<file path="config.mk">
export PLATFORM = sky130hd
export DESIGN_NAME = facto_core
export DESIGN_NICKNAME = d
export VERILOG_FILES = /design/src/rtl/factocore_pkg.sv /design/src/rtl/facto_mul.sv /design/src/rtl/facto_core.sv
export SDC_FILE = /design/constraint.sdc
export NUM_CORES = 2
export LEC_CHECK = 0
export ABC_AREA = 1
export BUFFER_PORTS_ARGS = -buffer_cell sky130_fd_sc_hd__buf_4
export CORE_ASPECT_RATIO = 1.4
export CORE_MARGIN = 2
export CORE_UTILIZATION = 50
export CTS_CLUSTER_SIZE = 28
export DETAILED_ROUTE_END_ITERATION = 6
export GPL_ROUTABILITY_DRIVEN = 0
export PLACE_DENSITY_LB_ADDON = 0.1
export SLEW_MARGIN = 20
export SYNTH_ARGS = -nofsm -noshare
export SYNTH_HDL_FRONTEND = slang
export SYNTH_SLANG_ARGS = --single-unit
</file>
<file path="constraint.sdc">
create_clock -name clk -period 8.39 [get_ports clk]
set_input_delay 0.4195 -clock clk [delete_from_list [all_inputs] [get_ports clk]]
set_output_delay 0.4195 -clock clk [all_outputs]
set_load 0.02 [all_outputs]
</file>
<file path="src/rtl/factocore_pkg.sv">
// Shared definitions for the factorial core: register map, FSM states and
// opdone status encodings.
package factocore_pkg;

  localparam logic [15:0] ADDR_OPSTART  = 16'h7000;
  localparam logic [15:0] ADDR_OPCLEAR  = 16'h7008;
  localparam logic [15:0] ADDR_OPDONE   = 16'h7010;
  localparam logic [15:0] ADDR_INTREN   = 16'h7018;
  localparam logic [15:0] ADDR_OPERAND  = 16'h7020;
  localparam logic [15:0] ADDR_RESULT_H = 16'h7028;
  localparam logic [15:0] ADDR_RESULT_L = 16'h7030;

  typedef enum logic [1:0] {
    ST_IDLE = 2'd0,
    ST_MULT = 2'd1,
    ST_DONE = 2'd2
  } state_t;

  localparam logic [1:0] OPDONE_IDLE = 2'b00;
  localparam logic [1:0] OPDONE_MULT = 2'b10;
  localparam logic [1:0] OPDONE_DONE = 2'b11;

  // Status code reported through the opdone register for a given FSM state.
  function automatic logic [1:0] opdone_code(input state_t s);
    case (s)
      ST_MULT: return OPDONE_MULT;
      ST_DONE: return OPDONE_DONE;
      default: return OPDONE_IDLE;
    endcase
  endfunction

endpackage

</file>
<file path="src/rtl/facto_mul.sv">
// Iterative 128x64 multiplier, radix-16: one load cycle on start, then 16
// shift-add cycles each consuming 4 multiplier bits. The product is kept
// modulo 2^128. done pulses for one cycle once the product is valid, and a
// new start always restarts the unit, even mid-operation.
module facto_mul (
  input  logic         clk,
  input  logic         reset_n,
  input  logic         start,
  input  logic [127:0] multiplicand,
  input  logic [63:0]  multiplier,
  output logic [127:0] product,
  output logic         done
);

  logic [127:0] mcand_sh;
  logic [127:0] acc;
  logic [63:0]  mplier_sh;
  logic [3:0]   digit_cnt;
  logic         busy;

  // Partial product of the shifted multiplicand and one radix-16 digit,
  // truncated to 128 bits.
  function automatic logic [127:0] digit_pp(input logic [127:0] m,
                                            input logic [3:0]   d);
    logic [127:0] dx;
    dx = {124'd0, d};
    return m * dx;
  endfunction

  // Sequencing: busy flag, digit counter and the one-cycle done pulse.
  always_ff @(posedge clk or negedge reset_n) begin
    if (!reset_n) begin
      busy      <= 1'b0;
      done      <= 1'b0;
      digit_cnt <= 4'd0;
    end else if (start) begin
      busy      <= 1'b1;
      done      <= 1'b0;
      digit_cnt <= 4'd0;
    end else if (busy) begin
      digit_cnt <= digit_cnt + 4'd1;
      if (digit_cnt == 4'd15) begin
        busy <= 1'b0;
        done <= 1'b1;
      end
    end else begin
      done <= 1'b0;
    end
  end

  // Datapath: LSB-first digit accumulation with the multiplicand shifted up
  // by one digit per cycle.
  always_ff @(posedge clk) begin
    if (start) begin
      mcand_sh  <= multiplicand;
      mplier_sh <= multiplier;
      acc       <= 128'd0;
    end else if (busy) begin
      acc       <= acc + digit_pp(mcand_sh, mplier_sh[3:0]);
      mcand_sh  <= mcand_sh << 4;
      mplier_sh <= mplier_sh >> 4;
    end
  end

  assign product = acc;

endmodule

</file>
<file path="src/rtl/facto_core.sv">
// Memory-mapped factorial engine. Computes operand! modulo 2^128 by repeated
// 17-cycle multiply steps in facto_mul. The first edge that sees opstart set
// in IDLE either finishes immediately (operand <= 1) or enters MULT; DONE is
// reached 17*(operand-1) edges after that one.
// Build option: FACTOCORE_INTR_EN enables the intrEn register and interrupt
// output; without it interrupt is 0 and intrEn reads 0.
module facto_core
  import factocore_pkg::*;
(
  input  logic        clk,
  input  logic        reset_n,
  input  logic        s_sel,
  input  logic        s_wr,
  input  logic [15:0] s_addr,
  input  logic [63:0] s_din,
  output logic [63:0] s_dout,
  output logic        interrupt
);

  state_t       state;
  logic         opstart;
  logic         opclear;
  logic         intr_en;
  logic [63:0]  operand;
  logic [63:0]  counter;
  logic [127:0] result;
  logic [1:0]   opdone;
  logic         wr_en;

  logic         mul_start;
  logic         mul_done;
  logic [127:0] mul_mcand;
  logic [127:0] mul_product;
  logic [63:0]  mul_mplier;

  assign wr_en  = s_sel & s_wr;
  assign opdone = opdone_code(state);

  // Kick a multiply step when leaving IDLE for MULT, and again after every
  // completed step that is not the final one (counter == 2).
  assign mul_start = !opclear &&
                     (((state == ST_IDLE) && opstart && (operand >= 64'd2)) ||
                      ((state == ST_MULT) && mul_done && (counter != 64'd2)));
  assign mul_mcand  = (state == ST_IDLE) ? 128'd1 : mul_product;
  assign mul_mplier = (state == ST_IDLE) ? operand : (counter - 64'd1);

  facto_mul u_mul (
    .clk          (clk),
    .reset_n      (reset_n),
    .start        (mul_start),
    .multiplicand (mul_mcand),
    .multiplier   (mul_mplier),
    .product      (mul_product),
    .done         (mul_done)
  );

  // Register writes and the IDLE/MULT/DONE sequencer; opclear overrides both.
  always_ff @(posedge clk or negedge reset_n) begin
    if (!reset_n) begin
      state   <= ST_IDLE;
      opstart <= 1'b0;
      opclear <= 1'b0;
      operand <= 64'd0;
      counter <= 64'd0;
      result  <= 128'd0;
    end else begin
      if (wr_en) begin
        case (s_addr)
          ADDR_OPSTART: opstart <= s_din[0];
          ADDR_OPCLEAR: opclear <= s_din[0];
          ADDR_OPERAND: if (state != ST_MULT) operand <= s_din;
          default: ;
        endcase
      end

      if (opclear) begin
        state   <= ST_IDLE;
        opstart <= 1'b0;
        result  <= 128'd0;
      end else begin
        case (state)
          ST_IDLE: begin
            if (opstart) begin
              result <= 128'd1;
              if (operand <= 64'd1) begin
                state <= ST_DONE;
              end else begin
                state   <= ST_MULT;
                counter <= operand;
              end
            end
          end
          ST_MULT: begin
            if (mul_done) begin
              result <= mul_product;
              if (counter == 64'd2) state <= ST_DONE;
              else counter <= counter - 64'd1;
            end
          end
          ST_DONE: ;
          default: state <= ST_IDLE;
        endcase
      end
    end
  end

`ifdef FACTOCORE_INTR_EN
  // Interrupt enable bit; survives opclear.
  always_ff @(posedge clk or negedge reset_n) begin
    if (!reset_n) intr_en <= 1'b0;
    else if (wr_en && (s_addr == ADDR_INTREN)) intr_en <= s_din[0];
  end
`else
  assign intr_en = 1'b0;
`endif

  assign interrupt = intr_en & (state == ST_DONE);

  // Combinational register read-back, zero when no read is in progress.
  always_comb begin
    s_dout = 64'd0;
    if (s_sel && !s_wr) begin
      case (s_addr)
        ADDR_OPSTART:  s_dout = {63'd0, opstart};
        ADDR_OPCLEAR:  s_dout = {63'd0, opclear};
        ADDR_OPDONE:   s_dout = {62'd0, opdone};
        ADDR_INTREN:   s_dout = {63'd0, intr_en};
        ADDR_OPERAND:  s_dout = operand;
        ADDR_RESULT_H: s_dout = result[127:64];
        ADDR_RESULT_L: s_dout = result[63:0];
        default:       s_dout = 64'd0;
      endcase
    end
  end

endmodule

</file>
* Word level (Yosys, flattened, before mapping)
Cells that the tools add are included.
** Storage, ports and cells
- Bits of input ports :: 84
- Register bits :: 586
** Cells by class
- Multipliers :: 1
- Eq/ne operators :: 21
- $add $sub $neg :: 3
- Mux-type cells :: 35
- Bitwise gates (word level) :: 2
- Reductions and logical operators :: 21
- Magnitude comparators :: 2
** Operators with widths (count)
- $mux 128 :: 6
- $mux 64 :: 8
- $pmux 64 s6 :: 1
- $pmux 128 s2 :: 1
- $add 128x128->128 :: 1
- $mul 128x4->128 :: 1
- $pmux 64 s2 :: 1
- $eq 16x15->1 const B :: 6
- $eq 64x2->1 const B :: 1
- $ge 64x2->1 const B :: 1
- $le 64x1->1 const B :: 1
- $ne 64x2->1 const B :: 1
- $sub 64x1->64 const B :: 1
- $mux 2 :: 5
- $mux 1 :: 9
- $mux 4 :: 2
- $ne 2x2->1 const B :: 4
- $reduce_bool 2->1 :: 4
- $logic_and 1x1->1 :: 6
- $ne 3x2->1 const B :: 2
- $ne 3x3->1 const B :: 2
- $pmux 2 s3 :: 1
- $reduce_and 3->1 :: 2
- $reduce_and 6->1 :: 1
- other kinds (14) :: 17

* Longest topological paths before layout
- Depth after elaboration :: 6
- Mapped depth :: 28

* Modules after synthesis
From an unflattened synthesis, not the netlist that was laid out.
** Unflattened totals
- Cell total of the unflattened synthesis :: 8931
- Area total of the unflattened synthesis :: 55851.1 um^2
** By module, submodules not included
- facto_mul :: times used 1, area each 39385.3 um^2, cells each 6354
- facto_core :: times used 1, area each 16465.8 um^2, cells each 2577

* Worst setup path after synthesis
Ideal clock, no wire load.
- Kind :: register to register
- Start :: reg state[0]
- End :: reg u_mul.mcand_sh[0], enable pin
- Stages on the path, launching flop included :: 11
- Library setup time :: 0.631 ns
- Buffers on the path :: 2
- Clock period less this slack :: 7.296 ns
- Setup slack :: 1.094 ns
- Data arrival time :: 6.665 ns
- Required time :: 7.759 ns
- Cell sequence :: dfrtp_1 inv_1 ha_1 buf_2 nand2_1 inv_1 nand2_1 nand2_2 nand2_4 nand2_2 buf_1
** On the way
- Cells in the longest elaborated chain, start to end :: 6
- Elaborated cells between the ends (all ways) :: 9
** Ends and longest elaborated chain
- start, declared :: line facto_core.sv:20 : state_t state;
- start signal, assigned :: line facto_core.sv:60 : state <= ST_IDLE;
- start signal, assigned :: line facto_core.sv:77 : state <= ST_IDLE;
- start signal, assigned :: line facto_core.sv:86 : state <= ST_DONE;
- $eq 2x1->1 / $logic_not 2->1 (equally long branches) :: line facto_core.sv:43, facto_core.sv:42
- $logic_and 1x1->1 (on tied branches) (2 in a row) :: line facto_core.sv:43, facto_core.sv:42
- $logic_or 1x1->1 (*) :: line facto_core.sv:42 : (((state == ST_IDLE) && opstart && (operand >= 64'd2)) ||
- $logic_and 1x1->1 (*) :: line facto_core.sv:41 : assign mul_start = !opclear &&
- $reduce_bool 2->1 (no line) (*)
- end signal, assigned :: line facto_mul.sv:55 : mcand_sh <= multiplicand;
- end signal, assigned :: line facto_mul.sv:60 : mcand_sh <= mcand_sh << 4;
- end, declared :: line facto_mul.sv:15 : logic [127:0] mcand_sh;
Mark *: on every way between the ends. The rest lies on a longest branch, timed or not.
A chain may end at the register's enable or synchronous reset.

* Final worst setup path
- Start :: reg u_mul.mplier_sh[3]
- End :: reg u_mul.acc[112], in the netlist u_mul.product[112]
** On the way
- Cells in the longest elaborated chain, start to end :: 2
** Ends and longest elaborated chain
- start, declared :: line facto_mul.sv:17 : logic [63:0] mplier_sh;
- start signal, assigned :: line facto_mul.sv:56 : mplier_sh <= multiplier;
- start signal, assigned :: line facto_mul.sv:61 : mplier_sh <= mplier_sh >> 4;
- $mul 128x4->128 :: line facto_mul.sv:27 : return m * dx;
- $add 128x128->128 :: line facto_mul.sv:59 : acc <= acc + digit_pp(mcand_sh, mplier_sh[3:0]);
- end signal, assigned :: line facto_mul.sv:59
- end, declared :: line facto_mul.sv:16 : logic [127:0] acc;
Every way passes these cells.

==> out/metrics.yaml <==
place:
  numPortBuffers: 147
  dp_hpwl_um: 162000
floorplan:
  io_pins: 149
  die_y_um: 392.6
  die-area_um2: 110500
  dieWidth_um: 281.5
  coreArea_um2: 107000
  start_util_pct: 50.41
  num_rows: 142
critical_path:
  crit_arrival_ns: 6.94
  rr_startpoint: "u_mul.mplier_sh[3]"
  cp_max_fo: 125
  path_class: "flop to flop"
  endpoint_kind: "flop"
  r2r_end: "u_mul.product[112]"
  cp.required_ns: 8.97
  r2r_cells: 22
  reg2reg_slack_ns: 2.03
  start_kind: "flop"
timing:
  rsz0062_at_grt: "no"
  slew_headroom_pct: 23.10
  worst_pin_slew_ns: 1.153
  slew_viol_final: 0
  finalSetupViolCount: 0
  finalCritPeriodShare_pct: 75.80
  skew_ns: 0.03307
  hold_viol_final: 0
  tns_ns: 0
  fmax_mhz: 157.3
  period_needed_ns: 6.359
yosys:
  ys_warn_count: 0
  synth_cell_type_count: 49
  ys_dominant_reg_cell: "dfrtp_1"
  async_reset_ff_share_pct: 45.39
  synth-seq-area-share_pct: 27.79
  synth_edf_count: 192
  synth_area_um2: 53920
  syn_avg_cell_area_um2: 6.610
  syn-num-nets: 8753
  synth_cells: 8158
  ys_ff_latch: 586
clocking:
  cts_tree: "built"
  h-tree-depth: 3
  cts_sinks: 586
  cts.clk_slew.worst_paths_ns: 0.07
  cts.path.max_buffers: 3
  cts_resized: 0
  cts_buffers: 70
  clockRootBuffer: "clkbuf_16"
  insertion_delay_ns: 0.69
min_path:
  holdCritPathClass: "input pin to flop"
  hold_depth: 4
  min-delay-start: "s_addr[5]"
  holdPathEnd: "opstart"
job:
  max_cap_violations: 0
global_route:
  grt_pass1_vias: 51380
  grt_max_degree: 187
  grt_use_met1_pct: 41.43
  grt_use_total_pct: 38.67
  overflow: 0
  met2_usage_pct: 62.71
  grt_use_met3_pct: 9.511
  antenna_found_initial: 14
  grt_first_pass_wirelength_um: 314200
  grt.busiest_layer: "met2"
detailed_routing:
  via_per_inst: 5.342
  drt_first_pass_iters: 6
  ant_nets: 0
  drtIter0Drc: 4835
  drc_errors: 0
  dr_total_vias: 52080
  wl_per_cell_um: 21.66
  finalWirelength_um: 211200
cells_and_area:
  mostFrequentLayoutCells: "nand2_1 (2611), inv_1 (2150), nor2_1 (621), o21ai_0 (397), fa_1 (374)"
  fillerInstances: 10800
  layout.nets: 8837
  drive_gt1_share_pct: 4.651
  final_util_pct: 55.42
  layout_commonest_cell: "nand2_1"
  areaGrowthSynthToFinish_pct: 9.922
outcome:
  run_status: "finished, final reports clean"
power_and_ir_drop:
  powerDensity_nw_per_um2: 105.8
  worst_ir_drop_vdd_mv: 0.1289
  leakagePower_uw: 0.03358
kinds of logic after synthesis:
| logic type | count (synthesis) | share of synthesized area (%) |
|---|---|---|
| buffers and inverters | 2396 | 16.98 |
| multiplexers | 64 | 1.337 |
| AO/OA/AOI/OAI | 793 | 7.908 |
| XOR/XNOR | 124 | 2.014 |
| AND/OR/NAND/NOR | 3683 | 26.91 |
| flip-flops | 586 | 27.79 |
| other | 1 | 0.006955 |
| adder cells (fa/ha/maj) | 511 | 17.06 |
worst max path at each step:
stage                     cells after the start                  to  slack, ns          startpoint
after CTS                                    22  u_mul.product[112]       2.78  u_mul.mplier_sh[2]
after floorplan                              10   u_mul.mcand_sh[0]       1.09            state[0]
final                                        22  u_mul.product[112]       2.03  u_mul.mplier_sh[3]
after global routing                         22  u_mul.product[112]       1.99  u_mul.mplier_sh[3]
after global placement                       22  u_mul.product[112]       2.85  u_mul.mplier_sh[2]
after detailed placement                     22  u_mul.product[112]       2.79  u_mul.mplier_sh[2]
critical path, cell delays in order, from the launching register on:
cell and delay, ns:
edfxtp_1 0.41, buf_12 0.21, nand2_1 0.23, inv_1 0.08, fa_1 0.50, fa_1 0.55, inv_1 0.06, fa_1 0.53
inv_1 0.06, ha_1 0.37, nand2_1 0.12, nor2_1 0.15, inv_1 0.17, nor3_1 0.57, nand2_1 0.11, nand2_1 0.26
nand2_1 0.08, nand3_1 0.37, nand3_1 0.57, nand2_1 0.22, nand2_1 0.07, nand3_1 0.08, nand2_1 0.06
per-stage QoR:
stage	std cells	hold WS, ns	area [µm²]	setup WS (ns)	power [µW]
2_1_floorplan	8158	0.1239	53920	1.094	2991
3_3_place_gp	9545	0.4664	56190	2.853	3052
3_5_place_dp	9545	0.4674	56190	2.788	3052
4_1_cts	9739	0.1516	59240	2.776	6310
5_1_grt	9740	0.1932	59250	1.987	6418
6_report	9750	0.1835	59270	2.031	6273
area by class of cell:
cell class	instances	area (µm²)	area share, %
Antenna cell	11	27.53	0.04644
Clock buffer	100	2042	3.445
Clock inverter	29	351.6	0.5932
Sequential cell	586	14980	25.28
Tap cell	1440	1802	3.040
Timing Repair Buffer	249	2090	3.525
Multi-Input combinational cell	5176	29870	50.39
Inverter	2159	8107	13.68
sequential cells by signal, summed over array words and instances (netlist names):
signal           flops
opclear              1
result             128
u_mul.product      128
u_mul.mplier_sh     64
counter             64
operand             64
u_mul.mcand_sh     128
u_mul.digit_cnt      4
state                2
opstart              1
u_mul.busy           1
u_mul.done           1
report_power, final:
| group | switching (µW) | internal [µW] |
|---|---|---|
| clock | 1410 | 1850 |
| combinational | 43.3 | 46.4 |
| sequential | 0.108 | 2930 |
| total | 1450 | 4820 |
cell usage after synthesis, drive strengths merged (46+ instances only):
cell | number | share of area (%)
nand2 | 2615 | 18
inv | 2157 | 15
nor2 | 630 | 4.4
o21ai | 429 | 4.0
fa | 374 | 14
nand3 | 339 | 3.2
dfrtp | 266 | 12
edfxtp | 192 | 11
a21oi | 189 | 1.8
clkbuf | 151 | 1.1
ha | 137 | 3.2
dfxtp | 128 | 4.8
o22ai | 110 | 1.3
buf | 86 | 0.90
xnor2 | 70 | 1.1
mux2 | 64 | 1.3
xor2 | 54 | 0.88
nor3 | 46 | 0.43
layer usage:
metal,vias to the layer above,wire [µm]
li1,24320,-
met1,24380,72000
met2,2467,97350
met3,905,18250
met4,6,23440
met5,-,106
repair_timing:
action,in CTS,in global routing
hold buffers,65,0
setup buffers,0,0
hold endpoints to repair,151,0
Power figures use the tool's default switching activity.
